===== src/rtl/calc_entry_fsm.sv =====
// calc_entry_fsm: keypad entry controller for the calculator datapath.
// Collects two 2-digit decimal operands and an operator from single-cycle
// key strobes. It presents them as registered digits to the math block,
// and `enable` qualifies a complete expression.
// Optional feature macro: CALC_DIV0_GUARD_EN. When it is defined, an
// equals key that would divide by a zero B operand enters ERROR instead
// of RESULT.
module calc_entry_fsm #(
  parameter int DIGIT_W = 6
) (
  input  logic               clk,
  input  logic               reset,
  input  logic               key_valid,
  input  logic [5:0]         key_code,
  output logic [DIGIT_W-1:0] num000,
  output logic [DIGIT_W-1:0] num001,
  output logic [DIGIT_W-1:0] num011,
  output logic [DIGIT_W-1:0] num100,
  output logic [DIGIT_W-1:0] arithmetic,
  output logic               enable,
  output logic [1:0]         active_field,
  output logic               error
);

  typedef enum logic [1:0] {
    S_A_ENTRY = 2'd0,
    S_B_ENTRY = 2'd1,
    S_RESULT  = 2'd2,
    S_ERROR   = 2'd3
  } state_t;

  localparam logic [3:0] OP_DIV = 4'd14;

  state_t     state_reg, state_next;
  logic [3:0] a_tens_reg, a_tens_next;
  logic [3:0] a_ones_reg, a_ones_next;
  logic [3:0] b_tens_reg, b_tens_next;
  logic [3:0] b_ones_reg, b_ones_next;
  logic [3:0] arith_reg, arith_next;
  logic [1:0] a_cnt_reg, a_cnt_next;
  logic [1:0] b_cnt_reg, b_cnt_next;
  logic       enable_reg, enable_next;
  logic [1:0] field_reg, field_next;

  logic       key_digit;
  logic       key_clear;
  logic       key_op;
  logic       key_equals;
  logic [3:0] key_value;

`ifdef CALC_DIV0_GUARD_EN
  logic       error_reg, error_next;
  logic       div_by_zero;
`endif

  // Classify the incoming key; codes 16..63 fall into no class and are ignored.
  always_comb begin
    key_digit  = (key_code < 6'd10);
    key_clear  = (key_code == 6'd10);
    key_op     = (key_code >= 6'd11) && (key_code <= 6'd14);
    key_equals = (key_code == 6'd15);
    key_value  = key_code[3:0];
  end

`ifdef CALC_DIV0_GUARD_EN
  // A division whose B operand has been entered and reads as zero.
  always_comb begin
    div_by_zero = (arith_reg == OP_DIV) && (b_cnt_reg != 2'd0) &&
                  (b_tens_reg == 4'd0) && (b_ones_reg == 4'd0);
  end
`endif

  // Next-state and operand update logic; every register holds unless a key is accepted.
  always_comb begin
    state_next  = state_reg;
    a_tens_next = a_tens_reg;
    a_ones_next = a_ones_reg;
    b_tens_next = b_tens_reg;
    b_ones_next = b_ones_reg;
    arith_next  = arith_reg;
    a_cnt_next  = a_cnt_reg;
    b_cnt_next  = b_cnt_reg;

    if (key_valid) begin
      if (key_clear) begin
        // Clear works from every state and wipes the whole expression.
        state_next  = S_A_ENTRY;
        a_tens_next = 4'd0;
        a_ones_next = 4'd0;
        b_tens_next = 4'd0;
        b_ones_next = 4'd0;
        arith_next  = 4'd0;
        a_cnt_next  = 2'd0;
        b_cnt_next  = 2'd0;
      end else begin
        case (state_reg)
          S_A_ENTRY: begin
            if (key_digit) begin
              // Digits shift in from the right; a third digit is dropped.
              if (a_cnt_reg == 2'd0) begin
                a_ones_next = key_value;
                a_cnt_next  = 2'd1;
              end else if (a_cnt_reg == 2'd1) begin
                a_tens_next = a_ones_reg;
                a_ones_next = key_value;
                a_cnt_next  = 2'd2;
              end
            end else if (key_op && (a_cnt_reg != 2'd0)) begin
              arith_next = key_value;
              state_next = S_B_ENTRY;
            end
          end

          S_B_ENTRY: begin
            if (key_digit) begin
              if (b_cnt_reg == 2'd0) begin
                b_ones_next = key_value;
                b_cnt_next  = 2'd1;
              end else if (b_cnt_reg == 2'd1) begin
                b_tens_next = b_ones_reg;
                b_ones_next = key_value;
                b_cnt_next  = 2'd2;
              end
            end else if (key_op && (b_cnt_reg == 2'd0)) begin
              // The operator can still be changed until B's first digit.
              arith_next = key_value;
            end else if (key_equals && (b_cnt_reg != 2'd0)) begin
`ifdef CALC_DIV0_GUARD_EN
              state_next = div_by_zero ? S_ERROR : S_RESULT;
`else
              state_next = S_RESULT;
`endif
            end
          end

          S_RESULT, S_ERROR: begin
            // A digit starts a fresh expression with that digit as A's ones.
            if (key_digit) begin
              state_next  = S_A_ENTRY;
              a_tens_next = 4'd0;
              a_ones_next = key_value;
              b_tens_next = 4'd0;
              b_ones_next = 4'd0;
              arith_next  = 4'd0;
              a_cnt_next  = 2'd1;
              b_cnt_next  = 2'd0;
            end
          end

          default: begin
            state_next = S_A_ENTRY;
          end
        endcase
      end
    end
  end

  // Status outputs follow the next state, so they update with the operands.
  always_comb begin
    enable_next = 1'b0;
    field_next  = 2'd0;
    case (state_next)
      S_A_ENTRY: field_next = 2'd0;
      S_B_ENTRY: field_next = 2'd1;
      S_RESULT: begin
        field_next  = 2'd2;
        enable_next = 1'b1;
      end
      S_ERROR:   field_next = 2'd3;
      default:   field_next = 2'd0;
    endcase
  end

`ifdef CALC_DIV0_GUARD_EN
  // Error flag is asserted exactly while ERROR is held.
  always_comb begin
    error_next = (state_next == S_ERROR);
  end
`endif

  // State and output registers; reset wins over a simultaneous key.
  always_ff @(posedge clk) begin
    if (reset) begin
      state_reg  <= S_A_ENTRY;
      a_tens_reg <= 4'd0;
      a_ones_reg <= 4'd0;
      b_tens_reg <= 4'd0;
      b_ones_reg <= 4'd0;
      arith_reg  <= 4'd0;
      a_cnt_reg  <= 2'd0;
      b_cnt_reg  <= 2'd0;
      enable_reg <= 1'b0;
      field_reg  <= 2'd0;
    end else begin
      state_reg  <= state_next;
      a_tens_reg <= a_tens_next;
      a_ones_reg <= a_ones_next;
      b_tens_reg <= b_tens_next;
      b_ones_reg <= b_ones_next;
      arith_reg  <= arith_next;
      a_cnt_reg  <= a_cnt_next;
      b_cnt_reg  <= b_cnt_next;
      enable_reg <= enable_next;
      field_reg  <= field_next;
    end
  end

`ifdef CALC_DIV0_GUARD_EN
  // Error flag register.
  always_ff @(posedge clk) begin
    if (reset) begin
      error_reg <= 1'b0;
    end else begin
      error_reg <= error_next;
    end
  end

  assign error = error_reg;
`else
  assign error = 1'b0;
`endif

  // Digits are held as 4-bit BCD and zero-extended onto the math-facing buses.
  assign num000       = DIGIT_W'(a_tens_reg);
  assign num001       = DIGIT_W'(a_ones_reg);
  assign num011       = DIGIT_W'(b_tens_reg);
  assign num100       = DIGIT_W'(b_ones_reg);
  assign arithmetic   = DIGIT_W'(arith_reg);
  assign enable       = enable_reg;
  assign active_field = field_reg;

endmodule


===== config.mk =====
export PLATFORM = sky130hd
export DESIGN_NAME = calc_entry_fsm
export DESIGN_NICKNAME = d
export VERILOG_FILES = /design/src/rtl/calc_entry_fsm.sv
export SDC_FILE = /design/constraint.sdc
export NUM_CORES = 1
export LEC_CHECK = 0
export ABC_AREA = 1
export CAP_MARGIN = 25
export CORE_ASPECT_RATIO = 1.2
export CORE_MARGIN = 5
export CORE_UTILIZATION = 40
export CTS_CLUSTER_DIAMETER = 200
export DETAILED_ROUTE_END_ITERATION = 10
export PLACE_DENSITY = 0.75
export SKIP_LAST_GASP = 1
export SYNTH_ARGS = -nofsm -noshare
export SYNTH_HDL_FRONTEND = slang
export SYNTH_SLANG_ARGS = --single-unit
export TNS_END_PERCENT = 50

===== constraint.sdc =====
create_clock -name clk -period 1.7 [get_ports clk]
set_clock_uncertainty 0.05 [all_clocks]
set_input_delay 0.17 -clock clk [delete_from_list [all_inputs] [get_ports clk]]
set_output_delay 0.17 -clock clk [all_outputs]
set_load 0.05 [all_outputs]

After elaboration in Yosys (flattened, before gate mapping)
Index checks and enable logic that the tools add are counted.
- reductions and logical operators: 18
- $mul: 0
- divide/modulo/power cells: 0
- add/subtract/negate cells: 0
- order comparisons: 3
- multiplexer cells: 51
- shift-type cells: 0
- equality and inequality tests: 23
- bitwise logic cells: 0
- operators with widths (cell ; number):
    4-bit 2-to-1 mux ; 23
    2-bit 2-to-1 mux ; 18
    3-bit != test (second input constant) ; 11
    4-bit case mux with 2 select lines ; 4
    6-bit AND reduction ; 3
    6-bit by 4-bit equality test with 1-bit output (second input constant) ; 2
    4-bit case mux with 3 select lines ; 1
    5-bit AND reduction ; 2
    2-bit by 1-bit equality test with 1-bit output (second input constant) ; 4
    2-bit equality test (second input constant) ; 4
    2-bit logical NOT ; 4
    4-bit != test (second input constant) ; 2
    2-bit case mux with 2 select lines ; 2
    2-bit case mux with 4 select lines ; 1
    6-bit by 4-bit greater-or-equal comparator with 1-bit output (second input constant) ; 1
    6-bit by 4-bit less-or-equal comparator with 1-bit output (second input constant) ; 1
    6-bit by 4-bit less-than comparator with 1-bit output (second input constant) ; 1
    2-bit case mux with 3 select lines ; 1
    3-bit nonzero test ; 2
    1-bit logical AND ; 4
    2-bit nonzero test ; 2
    2-bit OR reduction ; 1
    1-bit 2-to-1 mux ; 1
- input port bits: 9
- flip-flop bits (word level): 29
- bits in writable memories: 0
- output and inout bits: 34
- memories: 0
- bits in latches: 0
- memory bits (read-only): 0

Depth between registers and ports, before layout
Gate-level depths: netlist of the first run.
- depth in word-level cells: 10
- gate-level depth with buffers: 11
- mapped depth without buffers: 11

Worst setup path before layout of the first run
Ideal clock, no wire load.
- kind: flip-flop to flip-flop
- from: reg state_reg[1]
- to: reg b_cnt_reg[0]
- setup slack: 0.374 ns
- arrival: 1.161 ns
- library setup time: 0.115 ns
- buffers on the path: 1
- stages on the path, launching flop included: 7
- cell sequence: dfxtp_1 -> buf_6 -> nor2_2 -> inv_2 -> a21oi_4 -> nand3_4 -> and3_1
- longest elaborated chain between the ends: 4
- elaborated cells on any way between the ends: 11
- those cells by class: 6 x eq/ne; 2 x mux; 3 x reduce/logical
- RTL lines (what ; line ; source):
    start, declared ; 34 ; state_t state_reg, state_next;
    start signal, assigned ; 195 ; state_reg <= state_next;
    2-bit equality test ; 96 ; case (state_reg)
    2-bit OR reduction ; 96 ;
    3-bit != test (no source line), or another cell as far along ; n/a ;
    5-bit AND reduction (no source line) or 2-bit 2-to-1 mux (tied branches) ; n/a ;
    end signal, assigned ; 202 ; b_cnt_reg <= b_cnt_next;
    end, declared ; 41 ; logic [1:0] b_cnt_reg, b_cnt_next;
Parallel ways exist; a longest one is shown, timed or not.
A chain may end at the register's enable or synchronous reset.

Final worst setup path of the first run
- from: reg field_reg[1] (netlist: active_field[1])
- to: out active_field[1]
- RTL lines (what ; line ; source):
    start, declared ; 43 ; logic [1:0] field_reg, field_next;
    start signal, assigned ; 204 ; field_reg <= field_next;
    end, declared ; 21 ; output logic [1:0] active_field,
No word-level cell between the ends.

==> metrics.md, run 1 <==
| Metric | Value |
|---|---|
| Synth top area cells | dfxtp_1 35%, nand2_1 12%, nor2_1 7.9% |
| Die Width | 67.90 um |
| Final Power | 1499 uW |
| LEAKAGE | 0.001029 uW |
| Core area | 3910 um2 |
| Synth Cell Area | 1609 um2 |
| Worst path depth | 1 |
| Hpwl dp | 2.750 mm |
| Yosys top cell area share | 34.84% |
| CTS resizes | 0 |
| Top_reg_cell synth | dfxtp_1 |
| Synthesis-stage register bit count | 28 |
| DIE AREA | 5396 um2 |
| Unrepaired setup endpoints after global routing | false |
| Max H-tree Level | 1 |
| Initial Util | 41.15% |
| Largest net degree at the start of global routing | 17 |
| Buf+Inv Stages, Crit Path | 1 |
| Async S/R FF share, synth | 0% |
| Layout cell share with drive strength beyond 1 | 26.55% |
| DRC Markers | 0 |
| CP max stage cell | clkdlybuf4s50_1 |
| CTS tree | built |
| Initial antenna violation count | 0 |
| Iter 0 DRT Violations | 32 |
| Cells on worst reg2reg path | 6 |
| Die height | 79.48 um |
| Area grow syn2layout | 27.45% |
| Top-count cell post-synth | nand2_1 |
| Rows | 25 |
| # nets final | 285 |
| ANT cells | 0 |
| CP Class | reg -> out |
| GRT Total Usage | 13.95% |
| YS warnings | 0 |
| Maximum VDD drop | 316.8 uV |
| Via count | 1432 |
| Startpoint Class | flop |
| Slew Viols, Final | 0 |
| WL final | 3.470 mm |
| Critical Path AT | 1.38 ns |
| Detailed Routing Iterations Pass 1 | 4 |
| Synth cell types | 25 |
| Max_cap viols | 0 |
| Power Dens Cells | 731.0 nW/um2 |
| Total grt overflow | 0 |
| Post-synthesis sequential area ratio | 34.84% |
| Critical Path, Cell by Cell | clkdlybuf4s50_1 |
| Hold Path Class | reg -> reg |
| Clock slew at reported path FFs | 0.10 ns |
| Yosys top cell by area | dfxtp_1 |
| Hold-fix buffers at CTS | 0 |
| CP top delay family | buffers and inverters |
| Vias in the first global route | 1351 |
| Max clock buf depth | 2 |
| Mapped Cells | 229 |
| Status | completed |
| Avg WL per Cell | 10.55 um |
| WP data required | 1.48 ns |
| CP max FO | 1 |
| Vias per cell | 4.353 |
| Hold path depth | 2 |
| Period utilisation layout | 94.02% |
| Fmax achieved | 625.6 MHz |
| Critical Path Max Stage Delay | 0.79 ns |
| Syn_area_per_cell | 7.026 um2 |
| Final-report hold violation count | 0 |
| Port Buf Inserts | 31 |
| CTS Buf Count | 3 |
| Clock Latency Late Sink | 0.27 ns |
| Final GP Congestion | 0.9483 |
| CP Capture Type | output pin |
| CTS sink count | 28 |
| First-pass GRT wire length | 5.878 mm |
| Fin util | 52.45% |
| Post-synth EDFFs | 0 |
| Most common library cells after synthesis | 52 x nand2_1, 34 x nor2_1, 29 x inv_1 |
| Setup violators final | 0 |
| Top Ports | 43 |
| Final antenna-violating net count | 0 |
| CTS Root Cell | clkbuf_8 |
| Post-CTS Setup Bufs | 0 |
| Clock period minus final worst setup slack | 1.598 ns |
kinds of logic after synthesis:
family                 after synthesis  synth area share, %
AOI/OAI and AO/OA                   28                10.42
buffers and inverters               50                15.63
DFF                                 28                34.84
other                                1               0.2331
and+or+nand+nor                    122                38.88
cell type report:
| class | instances | area [um2] |
|---|---|---|
| multi-input combinational | 161 | 834.6 |
| inverter | 35 | 138.9 |
| fill | 381 | 1859 |
| tap | 54 | 67.56 |
| clock buffer | 3 | 41.29 |
| sequential | 28 | 560.5 |
| timing repair buffer | 47 | 377.9 |
| clock inverter | 1 | 30.03 |
through the flow:
stage	area (um2)	hold WS (ns)	TNS, ns	setup slack [ns]	instances
final	2051	0.4153	0	0.1017	329
after global placement	1979	0.4002	-1.036	-0.07699	325
after floorplan	1647	0.2582	0	0.3739	239
after global routing	2051	0.4427	0	0.06168	329
after CTS	2051	0.4184	0	0.08845	329
after detailed placement	1979	0.4032	-1.237	-0.07894	325
layout by cell type, fill, tap and decap left out:
| master | n |
|---|---|
| nand2_1 | 52 |
| buf_4 | 37 |
| nor2_1 | 34 |
| inv_1 | 29 |
| dfxtp_1 | 28 |
| a21oi_1 | 19 |
| conb_1 | 11 |
| clkdlybuf4s50_1 | 10 |
| nand2_2 | 9 |
| nand3_1 | 9 |
| o21ai_0 | 5 |
| nand2_4 | 5 |
| nor2_4 | 4 |
| inv_2 | 4 |
| clkbuf_8 | 3 |
| nand4_1 | 2 |
| o211ai_1 | 2 |
| a21oi_4 | 2 |
| nand3_2 | 2 |
| nand3_4 | 2 |
| clkinv_4 | 1 |
| nand2_8 | 1 |
| nor2_2 | 1 |
| inv_4 | 1 |
| and3_1 | 1 |
| bufinv_16 | 1 |
final timing paths:
| path | from | end | slack (ns) |
|---|---|---|---|
| min reg2reg | a_cnt_reg[0] | a_cnt_reg[0] | 0.42 |
| max reg2reg | active_field[0] | b_tens_reg[2] | 0.25 |
| max | active_field[1] | active_field[1] | 0.10 |
| min | a_cnt_reg[0] | a_cnt_reg[0] | 0.42 |
per-layer routing:
layer	GRT usage [%]	wire length (um)
met4	5.765	78
met2	22.10	1638
met3	2.535	186
met5	0	0
met1	18.34	1567
where the power goes:
part | total, uW | leakage, uW | switching [uW] | internal (uW)
Sequential | 679 | 0.000226 | 8.97 | 670
Clock | 525 | 0.0000357 | 210 | 315
Combinational | 295 | 0.000767 | 205 | 90.5
Total | 1500 | 0.00103 | 423 | 1080
(Power assumes the default switching activity.)
==> inputs of run 2 (changes only) <==
- CORE_MARGIN: 5 -> 2
- PLACE_DENSITY: 0.75 -> 0.76
- TNS_END_PERCENT: 50 -> default
==> run 2 against run 1 <==
  * Cell area rose by 1.1%
  * Register-to-register slack better by 0.02 ns
  * Sequential share of layout area decreased by 0.30 points
  * Maximum frequency is 0.90% lower
  * Worst hold slack better by 0.012 ns
  * Flip-flop and latch count did not move
  * Combinational power grew 2%
  * Worst setup slack got worse by 0.014 ns
  * Clock-buffer cell count unchanged
  * Die area decreased by 16%
  * Largest power group unchanged
==> metrics.md, run 2 (synthesis gave the netlist of run 1 again) <==
| Metric | Value |
|---|---|
| LEAKAGE | 0.001042 uW |
| Vias in the first global route | 1438 |
| Via count | 1490 |
| Die Width | 61.90 um |
| Slew Viols, Final | 0 |
| Buf+Inv Stages, Crit Path | 1 |
| Die height | 73.48 um |
| # nets final | 288 |
| DRC Markers | 0 |
| Max H-tree Level | 1 |
| Rows | 25 |
| Unrepaired setup endpoints after global routing | false |
| Critical Path, Cell by Cell | clkdlybuf4s50_1 |
| Clock slew at reported path FFs | 0.10 ns |
| Iter 0 DRT Violations | 27 |
| Post-DP Area | 2002 um2 |
| CTS resizes | 0 |
| Clock period minus final worst setup slack | 1.613 ns |
| Hold Path Class | reg -> reg |
| Area grow syn2layout | 28.85% |
| Max_cap viols | 0 |
| CP Capture Type | output pin |
| GRT Total Usage | 17.57% |
| Hpwl dp | 2.762 mm |
| Critical Path Max Stage Delay | 0.79 ns |
| Hold-fix buffers at CTS | 0 |
| Most common cell after layout, fill and taps aside | nand2_1 |
| Setup violators final | 0 |
| Slew HR | 65.01% |
| Fin util | 53.02% |
| First-pass GRT wire length | 6.065 mm |
| Layout cell share with drive strength beyond 1 | 27.34% |
| Port Buf Inserts | 31 |
| Tightest Pin Transition | 0.5243 ns |
| CP top delay family | buffers and inverters |
| Period utilisation layout | 94.87% |
| WP data required | 1.48 ns |
| Status | completed |
| CTS Buf Count | 3 |
| Largest net degree at the start of global routing | 18 |
| DIE AREA | 4548 um2 |
| CP Class | reg -> out |
| Final GP Congestion | 0.9518 |
| CP max FO | 1 |
| ANT cells | 0 |
| Initial antenna violation count | 0 |
| Startpoint Class | flop |
| Commonest cells after routing, fill and taps aside | 52 x nand2_1, 40 x buf_4, 34 x nor2_1 |
| Core area | 3910 um2 |
| Final antenna-violating net count | 0 |
| Power Dens Cells | 733.1 nW/um2 |
| Final Power | 1520 uW |
| Top Ports | 43 |
| Clock Latency Late Sink | 0.28 ns |
| Avg WL per Cell | 10.47 um |
| CTS sink count | 28 |
| Initial Util | 41.15% |
| Detailed Routing Iterations Pass 1 | 4 |
| Critical Path AT | 1.39 ns |
| Maximum VDD drop | 400.6 uV |
| # fillers | 396 |
| Final-report hold violation count | 0 |
| CTS tree | built |
| Fmax achieved | 620.0 MHz |
| Total grt overflow | 0 |
| Fin area | 2073 um2 |
| Post-CTS Setup Bufs | 0 |
| Vias per cell | 4.488 |
| CTS Root Cell | clkbuf_8 |
| WL final | 3.476 mm |
| Max clock buf depth | 2 |
| CP max stage cell | clkdlybuf4s50_1 |
==> run 2: changes by cell type in the layout (fill, tap and decap cells not counted) <==
cell   before  now
buf_4      37   40
==> run 2: power by group <==
| group | switching, uW | internal [uW] |
|---|---|---|
| sequential | 9.08 | 670 |
| clock | 223 | 316 |
| combinational | 206 | 94.8 |
| total | 439 | 1080 |
==> run 2: routing by layer <==
metal / up-vias / part of all wire (%) / global-route usage [%]
met2: 32 / 52 / 30.06
met5: - / 0 / 0
met4: 0 / 2.4 / 7.092
li1: 776 / - / -
met1: 673 / 43 / 21.48
met3: 9 / 3.2 / 2.641
==> run 2: path summary, 6_finish.rpt <==
check                                     start            end  slack (ns)  cells past startpoint
worst max register to register  active_field[0]  b_tens_reg[2]        0.27                      7
worst min register to register     b_cnt_reg[1]   b_cnt_reg[1]        0.43                      2
worst max-delay path                     enable         enable        0.09                      1
worst min-delay path               b_cnt_reg[1]   b_cnt_reg[1]        0.43                      2
==> run 2: layout make-up <==
type	count	area (um2)	area share, %
inverter	35	138.9	6.699
clock inverter	1	30.03	1.448
clock buffer	3	41.29	1.992
timing repair buffer	50	400.4	19.31
sequential	28	560.5	27.04
multi-input combinational	161	834.6	40.25
tap	54	67.56	3.259
==> run 2: through the flow <==
stage	hold WS, ns	TNS, ns	std cells	setup WS, ns
2_1_floorplan	0.2582	0	239	0.3739
3_3_place_gp	0.4058	-0.3280	328	-0.03832
3_5_place_dp	0.4104	-1.006	328	-0.08643
4_1_cts	0.4263	0	332	0.07054
5_1_grt	0.4568	0	332	0.03704
6_report	0.4270	0	332	0.08721
